$ cat src/rtl/wb_bridge_pkg.sv
// Shared types for the Wishbone-to-SPI bridge: FSM state encoding and status bit positions.
package wb_bridge_pkg;
  typedef enum logic [1:0] {ST_IDLE, ST_FWD, ST_LOCAL, ST_RESP} state_e;

  localparam int STAT_INTA = 0;
  localparam int STAT_TMO  = 1;
endpackage

$ cat src/rtl/wb_timeout_ctr.sv
// Bus watchdog: cleared by load, counts while enabled and saturates at TIMEOUT.
module wb_timeout_ctr #(
  parameter int TIMEOUT = 255
) (
  input  logic i_clk,
  input  logic i_rst_n,
  input  logic i_load,
  input  logic i_en,
  output logic o_expire
);
  localparam int            CW    = $clog2(TIMEOUT + 1);
  localparam logic [CW-1:0] LIMIT = CW'(TIMEOUT);

  logic [CW-1:0] r_cnt;

  always_ff @(posedge i_clk or negedge i_rst_n) begin
    if (!i_rst_n)                     r_cnt <= '0;
    else if (i_load)                  r_cnt <= '0;
    else if (i_en && (r_cnt != LIMIT)) r_cnt <= r_cnt + 1'b1;
  end

  assign o_expire = (r_cnt == LIMIT);
endmodule

$ cat src/rtl/wb_spi_bridge_cs.sv
// Registered Wishbone bridge to the SPI core with timeout watchdog, a local
// chip-select register driving active-low slave selects, and a sticky status/IRQ register.
module wb_spi_bridge_cs
  import wb_bridge_pkg::*;
#(
  parameter int             AW       = 8,
  parameter int             DW       = 8,
  parameter int             NUM_CS   = 4,
  parameter int             TIMEOUT  = 255,
  parameter logic [AW-1:0]  LOC_BASE = AW'('h10)
) (
  input  logic              clk_i,
  input  logic              rst_i,
  input  logic              s_cyc_i,
  input  logic              s_stb_i,
  input  logic              s_we_i,
  input  logic [AW-1:0]     s_adr_i,
  input  logic [DW-1:0]     s_dat_i,
  output logic [DW-1:0]     s_dat_o,
  output logic              s_ack_o,
  output logic              s_err_o,
  output logic              m_cyc_o,
  output logic              m_stb_o,
  output logic              m_we_o,
  output logic [AW-1:0]     m_adr_o,
  output logic [DW-1:0]     m_dat_o,
  input  logic [DW-1:0]     m_dat_i,
  input  logic              m_ack_i,
  input  logic              spi_inta_i,
  output logic [NUM_CS-1:0] ss_n_o,
  output logic              irq_o
);
  localparam logic [AW-1:0] LOC_STAT = LOC_BASE + AW'(1);
  localparam logic [DW-1:0] CS_MASK  = {DW{1'b1}} >> (DW - NUM_CS);

  state_e        r_state, w_state_nxt;
  logic          r_mstb, w_mstb_nxt;
  logic          r_sack, w_sack_nxt;
  logic          r_serr, w_serr_nxt;
  logic          r_we, r_drop;
  logic [AW-1:0] r_adr;
  logic [DW-1:0] r_dat, r_sdat, r_csr, r_stat, w_stat_nxt, w_loc_rd;
  logic          w_cap, w_loc_acc, w_rd_cap, w_tmo_set, w_expire, w_hit, w_drop, w_stat_wr;

  wb_timeout_ctr #(.TIMEOUT(TIMEOUT)) u_tmo (
    .i_clk    (clk_i),
    .i_rst_n  (rst_i),
    .i_load   (r_state == ST_IDLE),
    .i_en     (r_state == ST_FWD),
    .o_expire (w_expire)
  );

  assign w_hit  = (s_adr_i == LOC_BASE) || (s_adr_i == LOC_STAT);
  // Once the requester abandons the cycle, its termination pulse must not be driven.
  assign w_drop = r_drop | ~s_cyc_i;

  always_comb begin
    w_state_nxt = r_state;
    w_mstb_nxt  = r_mstb;
    w_sack_nxt  = 1'b0;
    w_serr_nxt  = 1'b0;
    w_cap       = 1'b0;
    w_loc_acc   = 1'b0;
    w_rd_cap    = 1'b0;
    w_tmo_set   = 1'b0;
    unique case (r_state)
      ST_IDLE: begin
        if (s_cyc_i && s_stb_i) begin
          w_cap = 1'b1;
          if (w_hit) begin
            w_state_nxt = ST_LOCAL;
          end else begin
            w_state_nxt = ST_FWD;
            w_mstb_nxt  = 1'b1;
          end
        end
      end
      ST_FWD: begin
        // Acknowledge takes priority over an expiry landing on the same edge.
        if (m_ack_i) begin
          w_mstb_nxt  = 1'b0;
          w_rd_cap    = 1'b1;
          w_sack_nxt  = ~w_drop;
          w_state_nxt = ST_RESP;
        end else if (w_expire) begin
          w_mstb_nxt  = 1'b0;
          w_tmo_set   = 1'b1;
          w_serr_nxt  = ~w_drop;
          w_state_nxt = ST_RESP;
        end
      end
      ST_LOCAL: begin
        w_loc_acc   = 1'b1;
        w_sack_nxt  = 1'b1;
        w_state_nxt = ST_RESP;
      end
      ST_RESP: begin
        if (!s_stb_i) w_state_nxt = ST_IDLE;
      end
      default: w_state_nxt = ST_IDLE;
    endcase
  end

  assign w_loc_rd  = (r_adr == LOC_BASE) ? r_csr : r_stat;
  assign w_stat_wr = w_loc_acc && r_we && (r_adr == LOC_STAT);

  // Set beats write-one-to-clear when both hit the same bit on one edge.
  always_comb begin
    w_stat_nxt            = '0;
    w_stat_nxt[STAT_INTA] = spi_inta_i |
                            (r_stat[STAT_INTA] & ~(w_stat_wr & r_dat[STAT_INTA]));
    w_stat_nxt[STAT_TMO]  = w_tmo_set |
                            (r_stat[STAT_TMO] & ~(w_stat_wr & r_dat[STAT_TMO]));
  end

  always_ff @(posedge clk_i or negedge rst_i) begin
    if (!rst_i) begin
      r_state <= ST_IDLE;
      r_mstb  <= 1'b0;
      r_sack  <= 1'b0;
      r_serr  <= 1'b0;
      r_drop  <= 1'b0;
    end else begin
      r_state <= w_state_nxt;
      r_mstb  <= w_mstb_nxt;
      r_sack  <= w_sack_nxt;
      r_serr  <= w_serr_nxt;
      if (w_cap)                                r_drop <= 1'b0;
      else if ((r_state == ST_FWD) && !s_cyc_i) r_drop <= 1'b1;
    end
  end

  always_ff @(posedge clk_i or negedge rst_i) begin
    if (!rst_i) begin
      r_we   <= 1'b0;
      r_adr  <= '0;
      r_dat  <= '0;
      r_sdat <= '0;
      r_csr  <= '0;
      r_stat <= '0;
    end else begin
      if (w_cap) begin
        r_we  <= s_we_i;
        r_adr <= s_adr_i;
        r_dat <= s_dat_i;
      end
      if (w_rd_cap)                r_sdat <= m_dat_i;
      else if (w_loc_acc && !r_we) r_sdat <= w_loc_rd;
      if (w_loc_acc && r_we && (r_adr == LOC_BASE)) r_csr <= r_dat & CS_MASK;
      r_stat <= w_stat_nxt;
    end
  end

  assign m_cyc_o = r_mstb;
  assign m_stb_o = r_mstb;
  assign m_we_o  = r_mstb & r_we;
  assign m_adr_o = r_adr;
  assign m_dat_o = r_dat;
  assign s_ack_o = r_sack;
  assign s_err_o = r_serr;
  assign s_dat_o = r_sdat;
  assign ss_n_o  = ~r_csr[NUM_CS-1:0];
  assign irq_o   = r_stat[STAT_INTA] | r_stat[STAT_TMO];
endmodule

$ cat config.mk
export PLATFORM = sky130hd
export DESIGN_NAME = wb_spi_bridge_cs
export DESIGN_NICKNAME = d
export VERILOG_FILES = /design/src/rtl/wb_bridge_pkg.sv /design/src/rtl/wb_timeout_ctr.sv /design/src/rtl/wb_spi_bridge_cs.sv
export SDC_FILE = /design/constraint.sdc
export NUM_CORES = 1
export LEC_CHECK = 0
export CAP_MARGIN = 20
export CELL_PAD_IN_SITES_DETAIL_PLACEMENT = 1
export CELL_PAD_IN_SITES_GLOBAL_PLACEMENT = 2
export CORE_ASPECT_RATIO = 0.75
export CORE_MARGIN = 2
export CORE_UTILIZATION = 28
export DETAILED_ROUTE_END_ITERATION = 8
export PLACE_DENSITY = 0.74
export SLEW_MARGIN = 20
export SYNTH_ARGS = -nofsm -noshare
export SYNTH_HDL_FRONTEND = slang
export SYNTH_SLANG_ARGS = --single-unit
$ cat constraint.sdc
create_clock -name clk_i -period 4.9 [get_ports clk_i]
set_input_delay 0.98 -clock clk_i [delete_from_list [all_inputs] [get_ports clk_i]]
set_output_delay 0.98 -clock clk_i [all_outputs]
set_load 0.01 [all_outputs]
== After elaboration in Yosys (flattened, before gate mapping) ==
Cells that the tools add are included.

* Flip-flop bits (word level): 45
* Input bits: 31
* Output and inout port bits: 34
* Word-level logic and storage cells: 88

* Add/subtract/negate cells: 1
* Equality and inequality tests: 13
* Muxes and demuxes: 31
* Bitwise gates (word level): 14
* Reduce and logical (&&, ||, !) cells: 17

{| class="wikitable"
|+ Operator list
! kind !! number
|-
| equality test 8 x 5 -> 1 bit, second input constant || 4
|-
| two-way mux 8 bit || 4
|-
| two-way mux 1 bit || 18
|-
| two-way mux 2 bit || 5
|-
| adder 8 x 1 -> 8 bit, second input constant || 1
|-
| equality test 8 bit, second input constant || 1
|-
| inequality test 8 bit, second input constant || 1
|-
| one-hot mux 2 bit (4 select lines) || 1
|-
| nonzero test 2 bit || 4
|-
| logical AND 1 bit || 7
|-
| inequality test 2 bit, second input constant || 3
|-
| AND 1 bit || 5
|-
| equality test 2 bit, second input constant || 2
|-
| two-way mux 4 bit || 1
|-
| NOT 1 bit || 4
|-
| NOT 4 bit || 1
|-
| bitwise OR 1 bit || 4
|-
| one-hot mux 1 bit (2 select lines) || 2
|-
| AND reduction 4 bit || 1
|-
| inequality test 3 bit, second input constant || 1
|-
| AND reduction 3 bit || 1
|-
| equality test 2 x 1 -> 1 bit, second input constant || 1
|-
| logical NOT 1 bit || 2
|-
| logical NOT 2 bit || 1
|-
| logical OR 1 bit || 1
|}

== Logic depth before layout (Yosys ltp) ==
Gate-level depths: netlist of run 1.

* Depth after elaboration: 8
* Depth in mapped cells: 8
* Depth with buffers taken out: 6

== Hierarchy ==
A second synthesis of run 1 with hierarchy kept.

* Cell total of the unflattened synthesis: 182
* Area, all modules: 2150.8 sq um

{| class="wikitable"
|+ Modules (own cells, without submodules)
! module !! instances !! cells each !! area an instance (sq um) !! sequential area each (sq um)
|-
| wb_spi_bridge_cs || 1 || 135 || 1676.6 || 925.9
|-
| wb_timeout_ctr || 1 || 47 || 474.2 || 200.2
|}

== Least setup slack after synthesis of run 1 ==
No wires, ideal clock.

* Kind: input to register
* Start point: in s_adr_i[5]
* End point: reg r_state[0]
* Setup time: 0.125 ns
* Arrival: 2.040 ns
* Data required time: 4.775 ns
* Slack: 2.735 ns
* Stages: 4
* Buffers on the path: 0
* Cells stage by stage: or4b_4 > nor4_4 > a21oi_1 > mux2_2

* Longest elaborated chain between the ends: 5
* Elaborated cells on any way between the ends: 6
* Those cells by class: eq/ne: 2; mux: 3; reduce/logical: 1

{| class="wikitable"
|+ Ends and longest elaborated chain
! what !! line !! RTL
|-
| start: declaration || wb_spi_bridge_cs.sv:17 || <nowiki>input logic [AW-1:0] s_adr_i,</nowiki>
|-
| equality test 8 x 5 -> 1 bit || wb_spi_bridge_cs.sv:53 || <nowiki>assign w_hit = (s_adr_i == LOC_BASE) || (s_adr_i == LOC_STAT);</nowiki>
|-
| logical OR 1 bit (*) || wb_spi_bridge_cs.sv:53 ||
|-
| two-way mux 2 bit (*) || wb_spi_bridge_cs.sv:70 || <nowiki>if (w_hit) begin</nowiki>
|-
| two-way mux 2 bit (*) || wb_spi_bridge_cs.sv:68 || <nowiki>if (s_cyc_i && s_stb_i) begin</nowiki>
|-
| one-hot mux 2 bit (4 select lines) (*) || wb_spi_bridge_cs.sv:66 || <nowiki>unique case (r_state)</nowiki>
|-
| end signal: assignment || wb_spi_bridge_cs.sv:124 || <nowiki>r_state <= w_state_nxt;</nowiki>
|-
| end: declaration || wb_spi_bridge_cs.sv:36 || <nowiki>state_e r_state, w_state_nxt;</nowiki>
|}

Mark *: on every way between the ends. The rest lies on a longest branch, timed or not. The select of a mux whose other input is x is not followed.
A chain may end at the register's enable or synchronous reset.

== Final worst setup path of run 1 ==
* Start point: in s_cyc_i
* End point: reg r_mstb, in the netlist m_cyc_o

* Longest elaborated chain between the ends: 3

{| class="wikitable"
|+ Ends and longest elaborated chain
! what !! line !! RTL
|-
| start: declaration || wb_spi_bridge_cs.sv:14 || <nowiki>input logic s_cyc_i,</nowiki>
|-
| logical AND 1 bit || wb_spi_bridge_cs.sv:68 ||
|-
| inequality test 2 bit (no line) || n/a ||
|-
| AND reduction 4 bit (no line) || n/a ||
|-
| end signal: assignment || wb_spi_bridge_cs.sv:125 || <nowiki>r_mstb <= w_mstb_nxt;</nowiki>
|-
| end: declaration || wb_spi_bridge_cs.sv:37 || <nowiki>logic r_mstb, w_mstb_nxt;</nowiki>
|}

No other way between the ends.

==> impl_summary.txt, run 1 <==
----------------------------------------------------
[Run status]
  Result of the run ... finished clean

[Detailed routing]
  Post-detailed-route wirelength per cell ... 15.0 microns
  Iteration-0 DRC Markers ... 45
  First-pass DRT Iterations ... 4
  Remaining number of nets flagged by the antenna check after routing ... 0
  Mean number of vias per cell ... 4.69
  Detailed-route via count ... 1623
  DRC viols ... 0
  Final routed wirelength across all metal layers ... 5170 microns

[Pwr]
  Post-layout total power ... 0.00154 W
  Part of the total power dissipated in sequential elements ... 40.3%
  Sw Ratio ... 34.1%
  Leakage power summed over all cells ... 1.25 nW
  Power Dens Cells ... 524 nW/um^2
  Portion of total power attributed to combinational logic ... 43.4%
  Total internal power ... 0.00102 W
  Psw ... 0.000526 W
  Maximum ir drop on the vdd rail ... 240 uV
  Part of the power in the clock network ... 16.3%

[Setup path]
  Worst reg2reg path depth ... 5
  Worst setup path startpoint ... s_cyc_i
  Required arrival time at the worst endpoint ... 5120 ps
  Kind of end point of the critical path ... register
  Kind of critical path ... in2reg
  Sort of element at the start of the critical path ... input port
  Reg-to-Reg End ... m_cyc_o$_DFFE_PN0P_
  Largest fanout on the critical path ... 19
  Reg-to-reg critical path startpoint ... r_state[0]$_DFFE_PN0P_
  Data arrival, critical path ... 2860 ps
  Critical path endpoint ... m_cyc_o$_DFFE_PN0P_
  Reg-to-reg setup timing slack ... 2420 ps

[Clocking]
  TritonCTS clock tree ... built
  Hold Buf Count CTS ... 0
  Clock insertion delay at the later pin of the skew report ... 290 ps
  Number of buffers created by CTS ... 5
  Max clock buf depth ... 2
  Number of levels in the clock H-tree ... 2
  Clock-pin slew of the registers on the worst-case setup and hold paths ... 80 ps
  Number of buffers added for setup after CTS ... 0
  Resized cells post-CTS ... 0
  Cell chosen for the clock root ... sky130_fd_sc_hd__clkbuf_8
  TritonCTS Sinks ... 45

[Yosys]
  Netlist area before placement ... 2100 sq um
  Post-synth net total ... 215
  Sequential area share after synthesis ... 53.6%
  Post-synth cell types ... 37
  Fraction of post-synthesis cell area in the top cell type by area ... 53.6%
  Top post-synthesis cells by area ... sky130_fd_sc_hd__dfrtp_1 (54%), sky130_fd_sc_hd__mux2_2 (12%), sky130_fd_sc_hd__ha_1 (3.6%)
  Total of warnings raised by yosys ... 0
  Synth Register Bits ... 45
  Share of synthesized flip-flops with an asynchronous set or reset ... 100%
  Post-Syn Instances ... 178
  Predominant post-synthesis flop cell ... sky130_fd_sc_hd__dfrtp_1
  Per-instance average area after synthesis ... 11.8 sq um
  Post-synth EDFFs ... 0
  Yosys top cell by area ... sky130_fd_sc_hd__dfrtp_1

[GRT]
  Total Routing Usage GR ... 12.9%
  Global-route wire length before repair ... 8380 microns
  Number of antenna violations at the first check in global routing ... 0
  Pin count of the biggest net entering global routing ... 46
  Number of global-route vias before repair ... 1646
  Sum of overflow across all layers after global routing ... 0

[Timing]
  Final setup violation count ... 0
  Setup repair after global routing missed its margin ... no
  Slew at the pin closest to its max-slew limit ... 925 ps
  Setup TNS Final ... 0 ps
  Post-route fraction of the period consumed by the critical path ... 53.9%
  Fin. max-slew vios ... 0
  Hold_ws ... 498 ps
  Final Hold Viols ... 0
  Worst max-slew margin expressed relative to the limit ... 38.2%
  Maximum clock skew at final layout ... 2.31 ps
  Achievable Freq ... 379 MHz
  Final period demand of the worst path ... 2640 ps

[Min path]
  Hold Crit Class ... reg2reg

[Final layout]
  Most frequent cells in the layout ... sky130_fd_sc_hd__clkdlybuf4s50_1 (63), sky130_fd_sc_hd__dfrtp_1 (45), sky130_fd_sc_hd__mux2_2 (22), sky130_fd_sc_hd__nor2_1 (17), sky130_fd_sc_hd__nand2_1 (9)
  Net total in the final layout ... 281
  Diodes inserted ... 0
  Most common library cell in the layout ignoring fill and taps ... sky130_fd_sc_hd__clkdlybuf4s50_1
  Proportion of layout cells with a drive suffix above 1 ... 15.1%
  Number of filler cells placed in the layout ... 821
  Area occupied by multi-input gates ... 918 sq um
  Final instance area ... 2940 sq um
  Sequential cell area ... 1130 sq um
  Area growth from synthesis to layout ... 40.0%

[Placed design]
  Post-DP Area ... 2840 sq um
  HPWL after DPL ... 3960 microns
  Number of buffer cells added on primary ports ... 64
  Final Wtd Congestion ... 0.743

[Floorplanning]
  Horizontal extent of the die ... 104 microns
  Core Area ... 7300 sq um
  Top Ports ... 65
  Initial Utilization ... 28.8%
  Floorplan die height ... 79.0 microns
  Row Count ... 27
  Die Footprint ... 8210 sq um

[Run]
  Max-cap check violation count ... 0

----------------------------------------------------
-- worst max-delay path, stage by stage --
cell                              delay, ps
sky130_fd_sc_hd__clkdlybuf4s50_1        520
sky130_fd_sc_hd__nand3_1                660
sky130_fd_sc_hd__o31a_2                 570
sky130_fd_sc_hd__a21oi_1                120
-- kinds of logic after synthesis --
family | count (synthesis) | synth area share [%]
adder cells (fa/ha/maj) | 6 | 3.58
AO/OA/AOI/OAI | 27 | 9.12
AND/OR/NAND/NOR | 56 | 15.2
multiplexers | 27 | 14.2
XOR/XNOR | 4 | 1.67
buffers and inverters | 13 | 2.62
flip-flops | 45 | 53.6
-- cells in the mapped netlist, drive strengths merged (3+ instances only) --
| library cell | n |
|---|---|
| nand2 | 9 |
| nor4 | 3 |
| nand2b | 3 |
| mux2 | 22 |
| mux2i | 5 |
| and2 | 3 |
| nand4 | 6 |
| o21ai | 5 |
| a21oi | 3 |
| nor3 | 3 |
| a22oi | 3 |
| a22o | 4 |
| dfrtp | 45 |
| inv | 8 |
| ha | 6 |
| o21a | 3 |
| nor2 | 17 |
| buf | 3 |
| xor2 | 4 |
-- power groups by stage --
stage | clock network, W | registers [W] | logic, W
after floorplan | 0 | 0.000649 | 0.000305
after global placement | 0 | 0.000625 | 0.000663
after detailed placement | 0 | 0.000628 | 0.000677
after CTS | 0.000260 | 0.000623 | 0.000680
after global routing | 0.000280 | 0.000642 | 0.000727
final | 0.000251 | 0.000621 | 0.000669
-- routing by layer --
metal	up-vias	global-route usage, %	routed length, microns
li1	769	-	-
met4	0	1.62	8
met3	2	5.50	436
met1	794	17.6	2470
met5	-	0	0
met2	58	19.6	2260
-- how the worst min path moves through the flow --
| stage | to | from | depth (start not counted) |
|---|---|---|---|
| floorplan | r_drop$_DFFE_PN0P_ | r_drop$_DFFE_PN0P_ | 1 |
| global placement | r_drop$_DFFE_PN0P_ | r_drop$_DFFE_PN0P_ | 1 |
| detailed placement | r_drop$_DFFE_PN0P_ | r_drop$_DFFE_PN0P_ | 1 |
| CTS | r_drop$_DFFE_PN0P_ | r_drop$_DFFE_PN0P_ | 1 |
| global route | r_drop$_DFFE_PN0P_ | r_drop$_DFFE_PN0P_ | 1 |
| finish | r_drop$_DFFE_PN0P_ | r_drop$_DFFE_PN0P_ | 1 |
-- cell type report --
type,count,area share [%]
well taps,101,4.30
repair buffers,64,21.7
clock inverters,1,0.170
flip-flops and latches,45,38.3
inverters,8,1.02
clock buffers,7,3.28
multi-input cells,120,31.2
-- per-stage QoR --
| step | std cells | setup slack (ps) | util, % |
|---|---|---|---|
| after floorplan | 178 | 2740 | - |
| after CTS | 346 | 2240 | 40.3 |
| final | 346 | 2260 | 40.3 |
| after detailed placement | 338 | 1910 | 38.9 |
| after global placement | 338 | 1960 | 38.9 |
| after global routing | 346 | 2130 | 40.3 |
-- state kept, by name, indices dropped and copies added, names as in the netlist, 2 cells and up --
name and count:
r_csr 4, m_adr_o 8, r_state 2, s_dat_o 8
m_dat_o 8, u_tmo.r_cnt 8, r_stat 2
No activity file was read; power rests on OpenSTA's default activity.
==> inputs of run 2 (changes only) <==
--- a/config.mk
+++ b/config.mk
@@ -10,9 +10,9 @@
 export CELL_PAD_IN_SITES_GLOBAL_PLACEMENT = 2
 export CORE_ASPECT_RATIO = 0.75
 export CORE_MARGIN = 2
-export CORE_UTILIZATION = 28
+export CORE_UTILIZATION = 26
 export DETAILED_ROUTE_END_ITERATION = 8
-export PLACE_DENSITY = 0.74
+export PLACE_DENSITY = 0.73
 export SLEW_MARGIN = 20
 export SYNTH_ARGS = -nofsm -noshare
 export SYNTH_HDL_FRONTEND = slang
==> constraint.sdc (replaced) <==
create_clock -name clk_i -period 2.38 [get_ports clk_i]
set_input_delay 0.476 -clock clk_i [delete_from_list [all_inputs] [get_ports clk_i]]
set_output_delay 0.476 -clock clk_i [all_outputs]
set_load 0.01 [all_outputs]
==> impl_summary.txt, run 2 (synthesized netlist as in run 1, its figures left out) <==
----------------------------------------------------
[Setup path]
  Max stage delay cell, worst path ... sky130_fd_sc_hd__o21ai_0 (was sky130_fd_sc_hd__nand3_1)
  Sort of element at the start of the critical path ... register (was input port)
  Worst Path Buf+Inv ... 1 (unchanged)
  Data arrival, critical path ... 2140 ps (was 2860 ps)
  Largest fanout on the critical path ... 10 (was 19)
  Critical path endpoint ... r_state[0]$_DFFE_PN0P_ (was m_cyc_o$_DFFE_PN0P_)
  Reg-to-reg setup timing slack ... 420 ps (was 2420 ps)
  Worst reg2reg path depth ... 5 (unchanged)
  Reg-to-reg critical path startpoint ... r_state[1]$_DFFE_PN0P_ (was r_state[0]$_DFFE_PN0P_)
  Kind of critical path ... reg2reg (was in2reg)
  Reg-to-Reg End ... r_state[0]$_DFFE_PN0P_ (was m_cyc_o$_DFFE_PN0P_)
  Required arrival time at the worst endpoint ... 2560 ps (was 5120 ps)
  Crit-path cells ... inv_1 > ha_1 > nand2b_1 > o21ai_0 > mux2_2 (was clkdlybuf4s50_1 > nand3_1 > o31a_2 > a21oi_1)
  Kind of cell with the highest combined delay on the critical path ... compound AO/OA/AOI/OAI gates (unchanged)
  Kind of end point of the critical path ... register (unchanged)
  Critical path depth ... 5 (was 4)
  Stage delay of the slowest cell on the critical path ... 410 ps (was 660 ps)
  Worst setup path startpoint ... r_state[1]$_DFFE_PN0P_ (was s_cyc_i)

[Placed design]
  Number of buffer cells added on primary ports ... 64 (unchanged)
  Worst setup slack before clock tree synthesis ... 173 ps (was 1910 ps)
  HPWL after DPL ... 4170 microns (was 3960 microns)
  Final Wtd Congestion ... 0.780 (was 0.743)
  Count of placed standard cells including taps ... 347 (was 338)

[Detailed routing]
  Remaining number of nets flagged by the antenna check after routing ... 0 (unchanged)
  Detailed-route via count ... 1656 (was 1623)
  Post-detailed-route wirelength per cell ... 15.4 microns (was 15.0 microns)
  Mean number of vias per cell ... 4.68 (was 4.69)
  Iteration-0 DRC Markers ... 55 (was 45)
  First-pass DRT Iterations ... 4 (unchanged)
  Final routed wirelength across all metal layers ... 5440 microns (was 5170 microns)
  DRC viols ... 0 (unchanged)

[Pwr]
  Portion of total power attributed to combinational logic ... 43.0% (was 43.4%)
  Total internal power ... 0.00215 W (was 0.00102 W)
  Leakage power summed over all cells ... 1.27 nW (was 1.25 nW)
  Power Dens Cells ... 1090 nW/um^2 (was 524 nW/um^2)
  Post-layout total power ... 0.00324 W (was 0.00154 W)
  Maximum ir drop on the vdd rail ... 390 uV (was 240 uV)
  Psw ... 0.00109 W (was 0.000526 W)
  Part of the power in the clock network ... 17.5% (was 16.3%)
  Part of the total power dissipated in sequential elements ... 39.5% (was 40.3%)
  Sw Ratio ... 33.7% (was 34.1%)

[GRT]
  Pin count of the biggest net entering global routing ... 38 (was 46)
  Number of antenna violations at the first check in global routing ... 0 (unchanged)
  Global-route wire length before repair ... 8870 microns (was 8380 microns)
  Number of global-route vias before repair ... 1783 (was 1646)
  Sum of overflow across all layers after global routing ... 0 (unchanged)
  Total Routing Usage GR ... 13.2% (was 12.9%)

[Floorplanning]
  Initial Utilization ... 26.8% (was 28.8%)
  Top Ports ... 65 (unchanged)
  Row Count ... 28 (was 27)
  Die Footprint ... 8820 sq um (was 8210 sq um)
  Core Area ... 7850 sq um (was 7300 sq um)
  Floorplan die height ... 81.8 microns (was 79.0 microns)
  Horizontal extent of the die ... 108 microns (was 104 microns)

[Timing]
  Worst max-slew margin expressed relative to the limit ... 41.9% (was 38.2%)
  Final Hold Viols ... 0 (unchanged)
  Achievable Freq ... 510 MHz
  Slew at the pin closest to its max-slew limit ... 871 ps (was 925 ps)
  Maximum clock skew at final layout ... 4.53 ps (was 2.31 ps)
  Fin. max-slew vios ... 0 (unchanged)
  Fin worst setup slack ... 421 ps (was 2260 ps)
  Hold_ws ... 293 ps (was 498 ps)
  Setup repair after global routing missed its margin ... no (unchanged)
  Final period demand of the worst path ... 1960 ps
  Final setup violation count ... 0 (unchanged)
  Post-route fraction of the period consumed by the critical path ... 82.3%
  Setup TNS Final ... 0 ps (unchanged)

[Run status]
  Result of the run ... finished clean (unchanged)

[Clocking]
  Number of levels in the clock H-tree ... 2 (unchanged)
  Max clock buf depth ... 2 (unchanged)
  Clock-pin slew of the registers on the worst-case setup and hold paths ... 80 ps (about the same)
  Hold Buf Count CTS ... 0 (unchanged)
  Cell chosen for the clock root ... sky130_fd_sc_hd__clkbuf_8 (unchanged)
  Resized cells post-CTS ... 0 (unchanged)
  TritonCTS clock tree ... built (unchanged)
  Number of buffers created by CTS ... 5 (unchanged)
  Clock insertion delay at the later pin of the skew report ... 300 ps (was 290 ps)
  TritonCTS Sinks ... 45 (unchanged)
  Number of buffers added for setup after CTS ... 0 (unchanged)

[Final layout]
  Area growth from synthesis to layout ... 42.1% (was 40.0%)
  Net total in the final layout ... 286 (was 281)
  Final standard cell count with taps included and fillers excluded ... 354 (was 346)
  Proportion of layout cells with a drive suffix above 1 ... 16.5% (was 15.1%)
  Most frequent cells in the layout ... sky130_fd_sc_hd__clkdlybuf4s50_1 (63), sky130_fd_sc_hd__dfrtp_1 (45), sky130_fd_sc_hd__mux2_2 (22), sky130_fd_sc_hd__nor2_1 (17), sky130_fd_sc_hd__nand2_1 (9) (unchanged)
  Diodes inserted ... 0 (unchanged)
  Most common library cell in the layout ignoring fill and taps ... sky130_fd_sc_hd__clkdlybuf4s50_1 (unchanged)

[Run]
  Max-cap check violation count ... 0 (unchanged)

[Min path]
  Hold Crit Class ... in2async (was reg2reg)

----------------------------------------------------
-- run 2: cell types whose count changed in the layout (fill, tap and decap cells not counted) --
cell and change:
sky130_fd_sc_hd__buf_4 +4, sky130_fd_sc_hd__buf_2 +1, sky130_fd_sc_hd__clkbuf_8 -2, sky130_fd_sc_hd__bufinv_16 +1
-- run 2: layer usage --
layer / up-vias / global-route usage, % / part of all wire [%]
met5: - / 0 / 0
met1: 817 / 16.9 / 46
met4: 0 / 3.72 / 1.2
met2: 56 / 21.2 / 45
met3: 7 / 4.92 / 8.3
li1: 776 / - / -
-- run 2: layout make-up --
class | instances | area (sq um)
clock inverters | 2 | 35.0
inverters | 8 | 30.0
flip-flops and latches | 45 | 1130
fillers | 906 | 4860
well taps | 105 | 131
repair buffers | 69 | 673
multi-input cells | 120 | 918
clock buffers | 5 | 68.8
-- run 2: power by group through the flow --
stage | clock [W] | sequential [W] | combinational [W]
finish | 0.000566 | 0.00128 | 0.00139
global route | 0.000625 | 0.00133 | 0.00153
CTS | 0.000590 | 0.00129 | 0.00142
detailed placement | 0 | 0.00130 | 0.00141
global placement | 0 | 0.00129 | 0.00140
floorplan | 0 | 0.00134 | 0.000628
-- run 2: worst min-delay path by stage --
stage                                 startpoint                     end  slack [ps]  depth (start not counted)
after detailed placement  s_dat_o[5]$_DFFE_PN0P_  s_dat_o[5]$_DFFE_PN0P_         480                          1
final                                      rst_i  s_dat_o[3]$_DFFE_PN0P_         290                          1
after global placement       r_stat[1]$_DFF_PN0_     r_stat[1]$_DFF_PN0_         480                          1
after global routing                       rst_i  m_adr_o[5]$_DFFE_PN0P_         360                          1
after CTS                                  rst_i  m_adr_o[6]$_DFFE_PN0P_         330                          1
after floorplan                            rst_i  m_adr_o[0]$_DFFE_PN0P_         180                          0
-- run 2: metrics by stage --
step                utilization (%)  cell area (sq um)
finish                         38.0               2980
global route                   38.0               2980
global placement               36.7               2880
floorplan                         -               2100
CTS                            38.0               2980
detailed placement             36.7               2880
